$ cat src/rtl/ecc_pkg.sv
// ecc_pkg: shared definitions for the SECDED (extended Hamming) encoder,
// decoder and scrubber.
//   ecc_r(data_w)       : number of Hamming check bits for a data width
//   is_pow2(x)          : true when x is a power of two (check-bit position)
//   ecc_pos_of_data(i)  : codeword position (1-based) of data bit i
//   ecc_data_of_pos(p)  : data bit index held at position p, or -1
//   ecc_status_t        : per-word decode outcome
package ecc_pkg;

    typedef enum logic [1:0] {
        CLEAN = 2'd0,
        SEC   = 2'd1,
        DED   = 2'd2
    } ecc_status_t;

    // Smallest r with 2^r >= data_w + r + 1.
    function automatic int ecc_r(input int data_w);
        int r;
        r = 1;
        while ((1 << r) < data_w + r + 1) r++;
        return r;
    endfunction

    function automatic bit is_pow2(input int x);
        return (x > 0) && ((x & (x - 1)) == 0);
    endfunction

    // Data bits fill the non-power-of-two positions LSB-first.
    function automatic int ecc_pos_of_data(input int idx);
        int cnt;
        cnt = 0;
        for (int pos = 1; pos <= 512; pos++) begin
            if (!is_pow2(pos)) begin
                if (cnt == idx) return pos;
                cnt++;
            end
        end
        return 0;
    endfunction

    // Below a non-power-of-two position p there are $clog2(p) check
    // positions, so the data index is p - $clog2(p) - 1.
    function automatic int ecc_data_of_pos(input int pos);
        if (pos < 1 || is_pow2(pos)) return -1;
        return pos - $clog2(pos) - 1;
    endfunction

endpackage

$ cat src/rtl/ecc_secded_syn.sv
// ecc_secded_syn: combinational SECDED syndrome generator.
//   data [DATA_W-1:0] : received data bits
//   ecc  [R:0]        : {p[R-1:0], p0}; p0 is the even overall parity
//   syn  [R-1:0]      : Hamming syndrome (erroneous position when single)
//   ovf               : overall parity failure
module ecc_secded_syn
    import ecc_pkg::*;
#(
    parameter  int DATA_W = 32,
    localparam int R      = ecc_r(DATA_W)
) (
    input  logic [DATA_W-1:0] data,
    input  logic [R:0]        ecc,
    output logic [R-1:0]      syn,
    output logic              ovf
);

    localparam int N = DATA_W + R;

    // Received word laid out by Hamming position.
    logic [N:1] cw;

    for (genvar i = 0; i < DATA_W; i++) begin : g_data
        assign cw[ecc_pos_of_data(i)] = data[i];
    end

    for (genvar k = 0; k < R; k++) begin : g_par
        assign cw[2**k] = ecc[k+1];
    end

    always_comb begin
        syn = '0;
        for (int j = 1; j <= N; j++) begin
            for (int k = 0; k < R; k++) begin
                if (j[k]) syn[k] = syn[k] ^ cw[j];
            end
        end
    end

    assign ovf = ecc[0] ^ (^cw);

endmodule

$ cat src/rtl/ecc_secded_dec_pipe.sv
// ecc_secded_dec_pipe: 2-stage pipelined SECDED decoder with valid/ready
// flow control, saturating error counters and a first-error log.
//   clk, rst_n                  : clock, asynchronous active-low reset
//   in_valid/in_ready           : input handshake
//   in_data, in_ecc, corr_en    : received word, check bits, correct enable
//   out_valid/out_ready         : output handshake
//   out_data, out_sec, out_ded  : decoded data and error flags
//   out_syndrome                : raw syndrome of the beat
//   stat_clr                    : synchronous clear of counters and log
//   sec_cnt, ded_cnt            : saturating error counts
//   log_valid/log_syndrome/log_ded : first error since clear or reset
module ecc_secded_dec_pipe
    import ecc_pkg::*;
#(
    parameter  int DATA_W = 32,
    parameter  int CNT_W  = 16,
    localparam int R      = ecc_r(DATA_W),
    localparam int N      = DATA_W + R
) (
    input  logic              clk,
    input  logic              rst_n,
    input  logic              in_valid,
    output logic              in_ready,
    input  logic [DATA_W-1:0] in_data,
    input  logic [R:0]        in_ecc,
    input  logic              corr_en,
    output logic              out_valid,
    input  logic              out_ready,
    output logic [DATA_W-1:0] out_data,
    output logic              out_sec,
    output logic              out_ded,
    output logic [R-1:0]      out_syndrome,
    input  logic              stat_clr,
    output logic [CNT_W-1:0]  sec_cnt,
    output logic [CNT_W-1:0]  ded_cnt,
    output logic              log_valid,
    output logic [R-1:0]      log_syndrome,
    output logic              log_ded
);

    localparam logic [R-1:0] N_SYN = R'(N);

    function automatic logic [CNT_W-1:0] sat_inc(input logic [CNT_W-1:0] v);
        return (&v) ? v : v + CNT_W'(1);
    endfunction

    logic              s1_adv, s2_adv;
    logic [R-1:0]      syn_p0;
    logic              ovf_p0;
    logic              vld_p1, ovf_p1, corr_p1;
    logic [DATA_W-1:0] data_p1;
    logic [R-1:0]      syn_p1;
    ecc_status_t       status_p1;
    logic [DATA_W-1:0] flip_mask_p1, data_corr_p1;

    // Stage 0: syndrome of the incoming word
    ecc_secded_syn #(.DATA_W(DATA_W)) u_syn (
        .data (in_data),
        .ecc  (in_ecc),
        .syn  (syn_p0),
        .ovf  (ovf_p0)
    );

    assign s2_adv   = !out_valid || out_ready;
    assign s1_adv   = !vld_p1 || s2_adv;
    assign in_ready = s1_adv;

    // Stage 1: raw data, syndrome, ovf and correction mode
    always_ff @(posedge clk or negedge rst_n) begin
        if (!rst_n) begin
            vld_p1  <= 1'b0;
            data_p1 <= '0;
            syn_p1  <= '0;
            ovf_p1  <= 1'b0;
            corr_p1 <= 1'b0;
        end else if (s1_adv) begin
            vld_p1  <= in_valid;
            data_p1 <= in_data;
            syn_p1  <= syn_p0;
            ovf_p1  <= ovf_p0;
            corr_p1 <= corr_en;
        end
    end

    // A syndrome beyond N names no real bit, so it is uncorrectable even
    // with odd overall parity.
    always_comb begin
        status_p1 = CLEAN;
        if (ovf_p1)
            status_p1 = (syn_p1 > N_SYN) ? DED : SEC;
        else if (syn_p1 != '0)
            status_p1 = DED;
    end

    // Syndrome 0 or a check-bit position matches no data bit, so those
    // single errors leave the data untouched.
    for (genvar i = 0; i < DATA_W; i++) begin : g_flip
        localparam logic [R-1:0] POS = R'(ecc_pos_of_data(i));
        assign flip_mask_p1[i] = (syn_p1 == POS);
    end

    assign data_corr_p1 = (status_p1 == SEC && corr_p1) ? (data_p1 ^ flip_mask_p1)
                                                        : data_p1;

    // Stage 2: corrected data and flags
    always_ff @(posedge clk or negedge rst_n) begin
        if (!rst_n) begin
            out_valid    <= 1'b0;
            out_data     <= '0;
            out_sec      <= 1'b0;
            out_ded      <= 1'b0;
            out_syndrome <= '0;
        end else if (s2_adv) begin
            out_valid    <= vld_p1;
            out_data     <= data_corr_p1;
            out_sec      <= (status_p1 == SEC);
            out_ded      <= (status_p1 == DED);
            out_syndrome <= syn_p1;
        end
    end

    logic             hs_p2, err_p2;
    logic [CNT_W-1:0] sec_base, ded_base, sec_nxt, ded_nxt;
    logic             logv_base, logv_nxt, logded_nxt;
    logic [R-1:0]     logsyn_nxt;

    assign hs_p2  = out_valid && out_ready;
    assign err_p2 = out_sec || out_ded;

    // Clear first, then apply this cycle's handshaked beat on top.
    always_comb begin
        sec_base   = stat_clr ? '0 : sec_cnt;
        ded_base   = stat_clr ? '0 : ded_cnt;
        logv_base  = stat_clr ? 1'b0 : log_valid;
        sec_nxt    = (hs_p2 && out_sec) ? sat_inc(sec_base) : sec_base;
        ded_nxt    = (hs_p2 && out_ded) ? sat_inc(ded_base) : ded_base;
        logv_nxt   = logv_base;
        logsyn_nxt = stat_clr ? '0 : log_syndrome;
        logded_nxt = stat_clr ? 1'b0 : log_ded;
        if (hs_p2 && err_p2 && !logv_base) begin
            logv_nxt   = 1'b1;
            logsyn_nxt = out_syndrome;
            logded_nxt = out_ded;
        end
    end

    always_ff @(posedge clk or negedge rst_n) begin
        if (!rst_n) begin
            sec_cnt      <= '0;
            ded_cnt      <= '0;
            log_valid    <= 1'b0;
            log_syndrome <= '0;
            log_ded      <= 1'b0;
        end else begin
            sec_cnt      <= sec_nxt;
            ded_cnt      <= ded_nxt;
            log_valid    <= logv_nxt;
            log_syndrome <= logsyn_nxt;
            log_ded      <= logded_nxt;
        end
    end

endmodule

$ cat config.mk
export PLATFORM = sky130hd
export DESIGN_NAME = ecc_secded_dec_pipe
export DESIGN_NICKNAME = d
export VERILOG_FILES = /design/src/rtl/ecc_pkg.sv /design/src/rtl/ecc_secded_syn.sv /design/src/rtl/ecc_secded_dec_pipe.sv
export SDC_FILE = /design/constraint.sdc
export NUM_CORES = 1
export LEC_CHECK = 0
export CORE_MARGIN = 1.5
export CORE_UTILIZATION = 35
export DETAILED_ROUTE_END_ITERATION = 12
export GPL_TIMING_DRIVEN = 0
export PLACE_DENSITY_LB_ADDON = 0.15
export REMOVE_ABC_BUFFERS = 1
export SLEW_MARGIN = 20
export SYNTH_ARGS = -nofsm -noshare
export SYNTH_HDL_FRONTEND = slang
export SYNTH_SLANG_ARGS = --single-unit
$ cat constraint.sdc
create_clock -name clk -period 2.2 [get_ports clk]
set_clock_uncertainty 0.15 [all_clocks]
set_input_delay 0.44 -clock clk [delete_from_list [all_inputs] [get_ports clk]]
set_output_delay 0.44 -clock clk [all_outputs]
set_load 0.02 [all_outputs]
* Yosys cells after proc, flatten, opt, wreduce, memory -nomap -nowiden
Cells that the tools add are included.
Word-level totals: register bits after elaboration 122, bits in latches 0, memory bits (writable) 0, ROM bits 0, input port bits 45, memories kept 0
Cells by class: $add $sub $neg 2, multipliers 0, divide/modulo/power cells 0, magnitude comparators 1, equality and inequality tests 34, shift operators 0, muxes and demuxes 16, bitwise operators 92, reduce and logical (&&, ||, !) cells 17
Operators by type and width (count):
- 16-bit 2-to-1 mux | 6
- 1-bit XOR | 91
- 6-bit by 5-bit equality test with 1-bit output, second input constant | 15
- 6-bit by 4-bit equality test with 1-bit output, second input constant | 7
- 38-bit XOR reduction | 1
- 6-bit equality test, second input constant | 6
- 16-bit by 1-bit adder with 16-bit output, second input constant | 2
- 32-bit 2-to-1 mux | 1
- 16-bit AND reduction | 2
- 32-bit XOR | 1
- 6-bit by 3-bit equality test with 1-bit output, second input constant | 3
- 6-bit 2-to-1 mux | 2
- 6-bit by 2-bit equality test with 1-bit output, second input constant | 1
- 6-bit greater-than comparator, second input constant | 1
- 1-bit logical AND | 6
- 2-bit 2-to-1 mux | 3
- 6-bit nonzero test | 1
- 1-bit 2-to-1 mux | 4
- 1-bit zero test | 3
- 1-bit logical OR | 3
- 2-bit by 1-bit equality test with 1-bit output, second input constant | 1
- 2-bit equality test, second input constant | 1
- 2-bit nonzero test | 1

* Longest topological paths before layout
depth in word-level cells 18, mapped depth 9

* Hierarchy
A second synthesis with hierarchy kept.
Unflattened totals: cells, all modules 586, area, all modules 6527.5 µm²
Modules (own cells, without submodules):
- ecc_secded_dec_pipe | instances 1, cells an instance 526, area an instance 5806.8 µm²
- ecc_secded_syn | instances 1, cells an instance 60, area an instance 720.7 µm²

* Worst setup path after synthesis
OpenSTA, ideal clock, no wires.
path type input-to-reg, start input port stat_clr, end register ded_cnt[13], setup time 0.078 ns, arrival 2.310 ns, required time 1.972 ns, setup slack -0.338 ns, cell stages on the path 9, cells stage by stage clkbuf_1 -> clkbuf_1 -> nor2b_1 -> ha_1 -> and4_1 -> nand4_1 -> o211ai_1 -> or4_1 -> a21oi_1
Between the ends: cells in the longest elaborated chain, start to end 4, elaborated cells between the ends (all ways) 5, those cells by class 1 x add/sub; 3 x mux; 1 x reduce/logical
RTL lines:
- from (decl) | RTL line ecc_secded_dec_pipe.sv:33 | input logic stat_clr,
- 16-bit 2-to-1 mux (*) | RTL line ecc_secded_dec_pipe.sv:133 | ded_base = stat_clr ? '0 : ded_cnt;
- 16-bit by 1-bit adder with 16-bit output or 16-bit AND reduction (tied branches) | RTL line ecc_secded_dec_pipe.sv:44 | return (&v) ? v : v + CNT_W'(1);
- 16-bit 2-to-1 mux | RTL line ecc_secded_dec_pipe.sv:44
- 16-bit 2-to-1 mux (*) | RTL line ecc_secded_dec_pipe.sv:136 | ded_nxt = (hs_p2 && out_ded) ? sat_inc(ded_base) : ded_base;
- via ded_nxt[13] | RTL line ecc_secded_dec_pipe.sv:123 | logic [CNT_W-1:0] sec_base, ded_base, sec_nxt, ded_nxt;
- to (signal assigned) | RTL line ecc_secded_dec_pipe.sv:156 | ded_cnt <= ded_nxt;
- to (decl) | RTL line ecc_secded_dec_pipe.sv:35 | output logic [CNT_W-1:0] ded_cnt,
Mark *: on every way through the listed nets, which the timed path passes. The rest lies on a longest branch. A chain may end at the register's enable or synchronous reset.

* Worst setup path in the final report
start input port in_data[18], end register ovf_p1
Between the ends: cells in the longest elaborated chain, start to end 2
RTL lines:
- from (decl) | RTL line ecc_secded_dec_pipe.sv:24 | input logic [DATA_W-1:0] in_data,
- 38-bit XOR reduction | RTL line ecc_secded_syn.sv:40 | assign ovf = ecc[0] ^ (^cw);
- 1-bit XOR | RTL line ecc_secded_syn.sv:40
- to (signal assigned) | RTL line ecc_secded_dec_pipe.sv:80 | ovf_p1 <= ovf_p0;
- to (decl) | RTL line ecc_secded_dec_pipe.sv:50 | logic vld_p1, ovf_p1, corr_p1;
Every way passes these cells.

==> impl_summary.log <==
INFO  metric status = completed
INFO  metric cts-root-to-sink-buffers = 2
INFO  metric r2r_setup_slack = approximately 100 ps
INFO  metric min_path_type = input port to register
INFO  metric power.static_leakage = 0.00384 µW
INFO  metric data_arrival_time_of_the_worst_path = 2300 ps
INFO  metric tightest_slew = between 600 and 700 ps
INFO  metric synth-seq-cells = about 120
INFO  metric gp_routability_congestion = 0.824
INFO  metric worst_setup_hold_path_clk_slew = 50 ps
INFO  metric htreeDepth = 4
INFO  metric average_detailed_routed_wire_length_per_instance = 16.0 µm
INFO  metric synth_sequential_area_ratio = 47.6%
INFO  metric critPathMostFrequentCell = sky130_fd_sc_hd__xnor3_1
INFO  metric number_of_buffers_inserted_during_clock_tree_synthesis = 17
INFO  metric timing_hold_violations_final = 0
INFO  metric count_of_clock_tree_sinks = roughly 120
INFO  metric grt_setup_unrepaired = true
INFO  metric area_delta_synth_final = 41.2%
INFO  metric layout.cells.most_common_list = 168 x sky130_fd_sc_hd__nand2_1, 118 x sky130_fd_sc_hd__dfrtp_1, 111 x sky130_fd_sc_hd__clkdlybuf4s50_1
INFO  metric vias_per_cell = 4.92
INFO  metric irDropWorstVdd = 0.000558 V
INFO  metric fp.dieH = between 100 and 150 µm
INFO  metric maxCapViolations = 0
INFO  metric grt_start_max_net_pins = 93
INFO  metric fin_crit = about 2200 ps
INFO  metric diodes = 0
INFO  metric tritoncts = done
INFO  metric global_route.overflow_total = 0
INFO  metric die_x = 138 µm
INFO  metric fp.dieArea = 19,100 µm²
INFO  metric slew_headroom = 57.2%
INFO  metric clkLatencyLatePin = approximately 420 ps
INFO  metric worstPathRequired = approximately 2300 ps
INFO  metric cp_slowest_cell = sky130_fd_sc_hd__clkdlybuf4s50_1
INFO  metric cp_cell_instances = clkdlybuf4s50_1, xnor3_1, xnor2_2, xnor3_1, xnor3_1, o21ai_1
INFO  metric p_per_area = around 960 nW/µm²
INFO  metric placeableCoreArea = 18,000 µm²
INFO  metric max_freq = 463 MHz
INFO  metric first_global_vias = approximately 5,000
INFO  metric yosys_most_used_dff = sky130_fd_sc_hd__dfrtp_1
INFO  metric route.final.wire_length = 17,100 µm
INFO  metric layout_worst_path_cycle_share = 98.2%
INFO  metric detail_route.drc_violations = 0
INFO  metric start_util = a little over a third
INFO  metric crit_path_max_fanout = 2
INFO  metric grt_usage = 18.2%
INFO  metric cpPeakStageDelay = 510 ps
INFO  metric grt_first_pass_wirelength = around 28,000 µm
INFO  metric path_class = input port to register
INFO  metric ant_nets = 0
INFO  metric hold_path.startpoint = in_data[16]
INFO  metric synth_cell_types = 41
INFO  metric root_buffer = sky130_fd_sc_hd__clkbuf_16
INFO  metric whs_path_depth = 3
INFO  metric initialDrtViolationCount = 270
INFO  metric edff_count_synth = 0
INFO  metric fin_nets = 877
INFO  metric placedCellCount = 1,011
INFO  metric rr_worst_depth = 5
INFO  metric setup-violations-final = 0
INFO  metric synthesis.area_per_instance = around 9.4 µm²
INFO  metric portBuffers = 126
INFO  metric cpLargestDelayFamily = XOR/XNOR gates
INFO  metric hold_path_endpoint = data_p1[16]
INFO  metric timing.critical_path.to_type = register
INFO  metric postLayoutSetupSlackWorst = 40.6 ps
INFO  metric reg2reg_from = sec_cnt[6]
INFO  metric rr_endpoint = sec_cnt[1]
INFO  metric antenna_found_initial = 0
INFO  metric drtPass1Iterations = 5
INFO  metric floorplan.rows = 49
INFO  metric hpwl_detailed = 11,700 µm
INFO  metric final_cell_count_no_fill = 1,071
INFO  metric finalMaxSlewViolations = 0
INFO  metric io_pins = 127
INFO  metric mapped_area = 6410 µm²
INFO  metric most_common_cell_after_layout_fill_and_taps_aside = sky130_fd_sc_hd__nand2_1
INFO  metric cp.buffers_inverters = 1
INFO  metric start_kind = input port
INFO  metric postLayoutCoreUtil = 50.4%
INFO  metric yosysWarningCount = 0
INFO  metric syn_inst = 680
INFO  metric dr_total_vias = 5,264
INFO  metric postSynth.asyncResetShare = 100%
INFO  metric dp_worst_setup_slack = -1660 ps
INFO  metric post_route_cells_drive_above_1_share = between 10% and 20%
worst register-to-register path, stage by stage, from the launching register on:
cell,delay [ps]
sky130_fd_sc_hd__dfrtp_2,390
sky130_fd_sc_hd__nand4_1,180
sky130_fd_sc_hd__or4_4,600
sky130_fd_sc_hd__nor2_4,160
sky130_fd_sc_hd__a21o_1,170
sky130_fd_sc_hd__mux2_2,330
cell usage after synthesis, types with 11 or more instances:
master                     number  share of area (%)
sky130_fd_sc_hd__nand2_1      168                9.8
sky130_fd_sc_hd__dfrtp_1      122                 48
sky130_fd_sc_hd__inv_1         11               0.64
sky130_fd_sc_hd__nand3_1       14                1.1
sky130_fd_sc_hd__nand2b_1      16                1.6
sky130_fd_sc_hd__nor2b_1       14                1.4
sky130_fd_sc_hd__xor2_1        24                3.3
sky130_fd_sc_hd__clkbuf_1      26                1.5
sky130_fd_sc_hd__xnor2_1       78                 11
sky130_fd_sc_hd__o21ai_0       53                4.1
sky130_fd_sc_hd__nor2_1        40                2.3
sky130_fd_sc_hd__a21oi_1       12               0.94
logic make-up (layout without fill, tap and decap cells):
| kind of cell | count (synthesis) | after routing | synth area share, % |
|---|---|---|---|
| and+or+nand+nor | 306 | 308 | 21.7 |
| DFF | 122 | 122 | 47.6 |
| xor gates and xnor gates | 116 | 116 | 19.0 |
| AOI/OAI and AO/OA | 85 | 85 | 7.40 |
| buffers and inverters | 40 | 200 | 2.34 |
| muxes | 9 | 9 | 1.56 |
| adders and majority gates | 2 | 2 | 0.390 |
stage by stage:
| stage | hold slack [ps] | area (µm²) | TNS, ps | power [µW] |
|---|---|---|---|---|
| floorplan | -5.59 | 6300 | -169590 | 4340 |
| global placement | 309 | 7850 | -939850 | 5390 |
| detailed placement | 169 | 7980 | -56270 | 5460 |
| CTS | 290 | 8870 | 0 | 8720 |
| global route | 215 | 9050 | -10.3 | 9100 |
| finish | 212 | 9050 | 0 | 8660 |
worst max path at each step:
| stage | from | to | slack [ps] | cells after the start |
|---|---|---|---|---|
| 3_5_place_dp | out_ready | in_ready | -1660 | 5 |
| 2_1_floorplan | out_valid | syn_p1[1] | -3010 | 4 |
| 6_report | in_data[18] | ovf_p1 | 40 | 6 |
| 4_1_cts | in_data[25] | ovf_p1 | 10 | 6 |
| 5_1_grt | syn_p1[5] | out_data[22] | -8 | 5 |
| 3_3_place_gp | out_ready | in_ready | -6110 | 5 |
registers in the layout (all words and copies together), names as in the netlist:
register and count:
out_syndrome 6, ded_cnt 16, syn_p1 6, ovf_p1 1, out_valid 1, corr_p1 1
out_ded 1, log_ded 1, out_data 32, log_valid 1, out_sec 1, log_syndrome 6
vld_p1 1, data_p1 32, sec_cnt 16
per-layer routing:
| layer | vias up | routed length, µm | GRT usage (%) |
|---|---|---|---|
| li1 | 2561 | - | - |
| met1 | 2537 | 7790 | 24.0 |
| met2 | 148 | 8240 | 29.5 |
| met3 | 18 | 837 | 4.43 |
| met4 | 0 | 269 | 6.09 |
| met5 | - | 0 | 0 |
report_power, final:
group / switching (µW) / internal, µW / total [µW]
Combinational: 1220 / 1260 / 2480
Sequential: 466 / 2620 / 3090
Clock: 971 / 2130 / 3100
Total: 2660 / 6000 / 8660
cell type report:
| cell class | instances | area (µm²) |
|---|---|---|
| fill | 1695 | 8920 |
| multi-input combinational | 520 | 3400 |
| sequential | 122 | 3060 |
| timing repair buffer | 158 | 1590 |
| clock buffer | 25 | 495 |
| tap | 229 | 287 |
| clock inverter | 6 | 159 |
| inverter | 11 | 57.6 |
what timing repair did:
action	CTS	global route
pin swaps	13	15
cloned	2	0
setup endpoints to repair	59	26
resized for setup	37	27
hold endpoints to repair	30	0
hold buffers	1	0
buffers inserted	16	10
(Power assumes the default switching activity.)
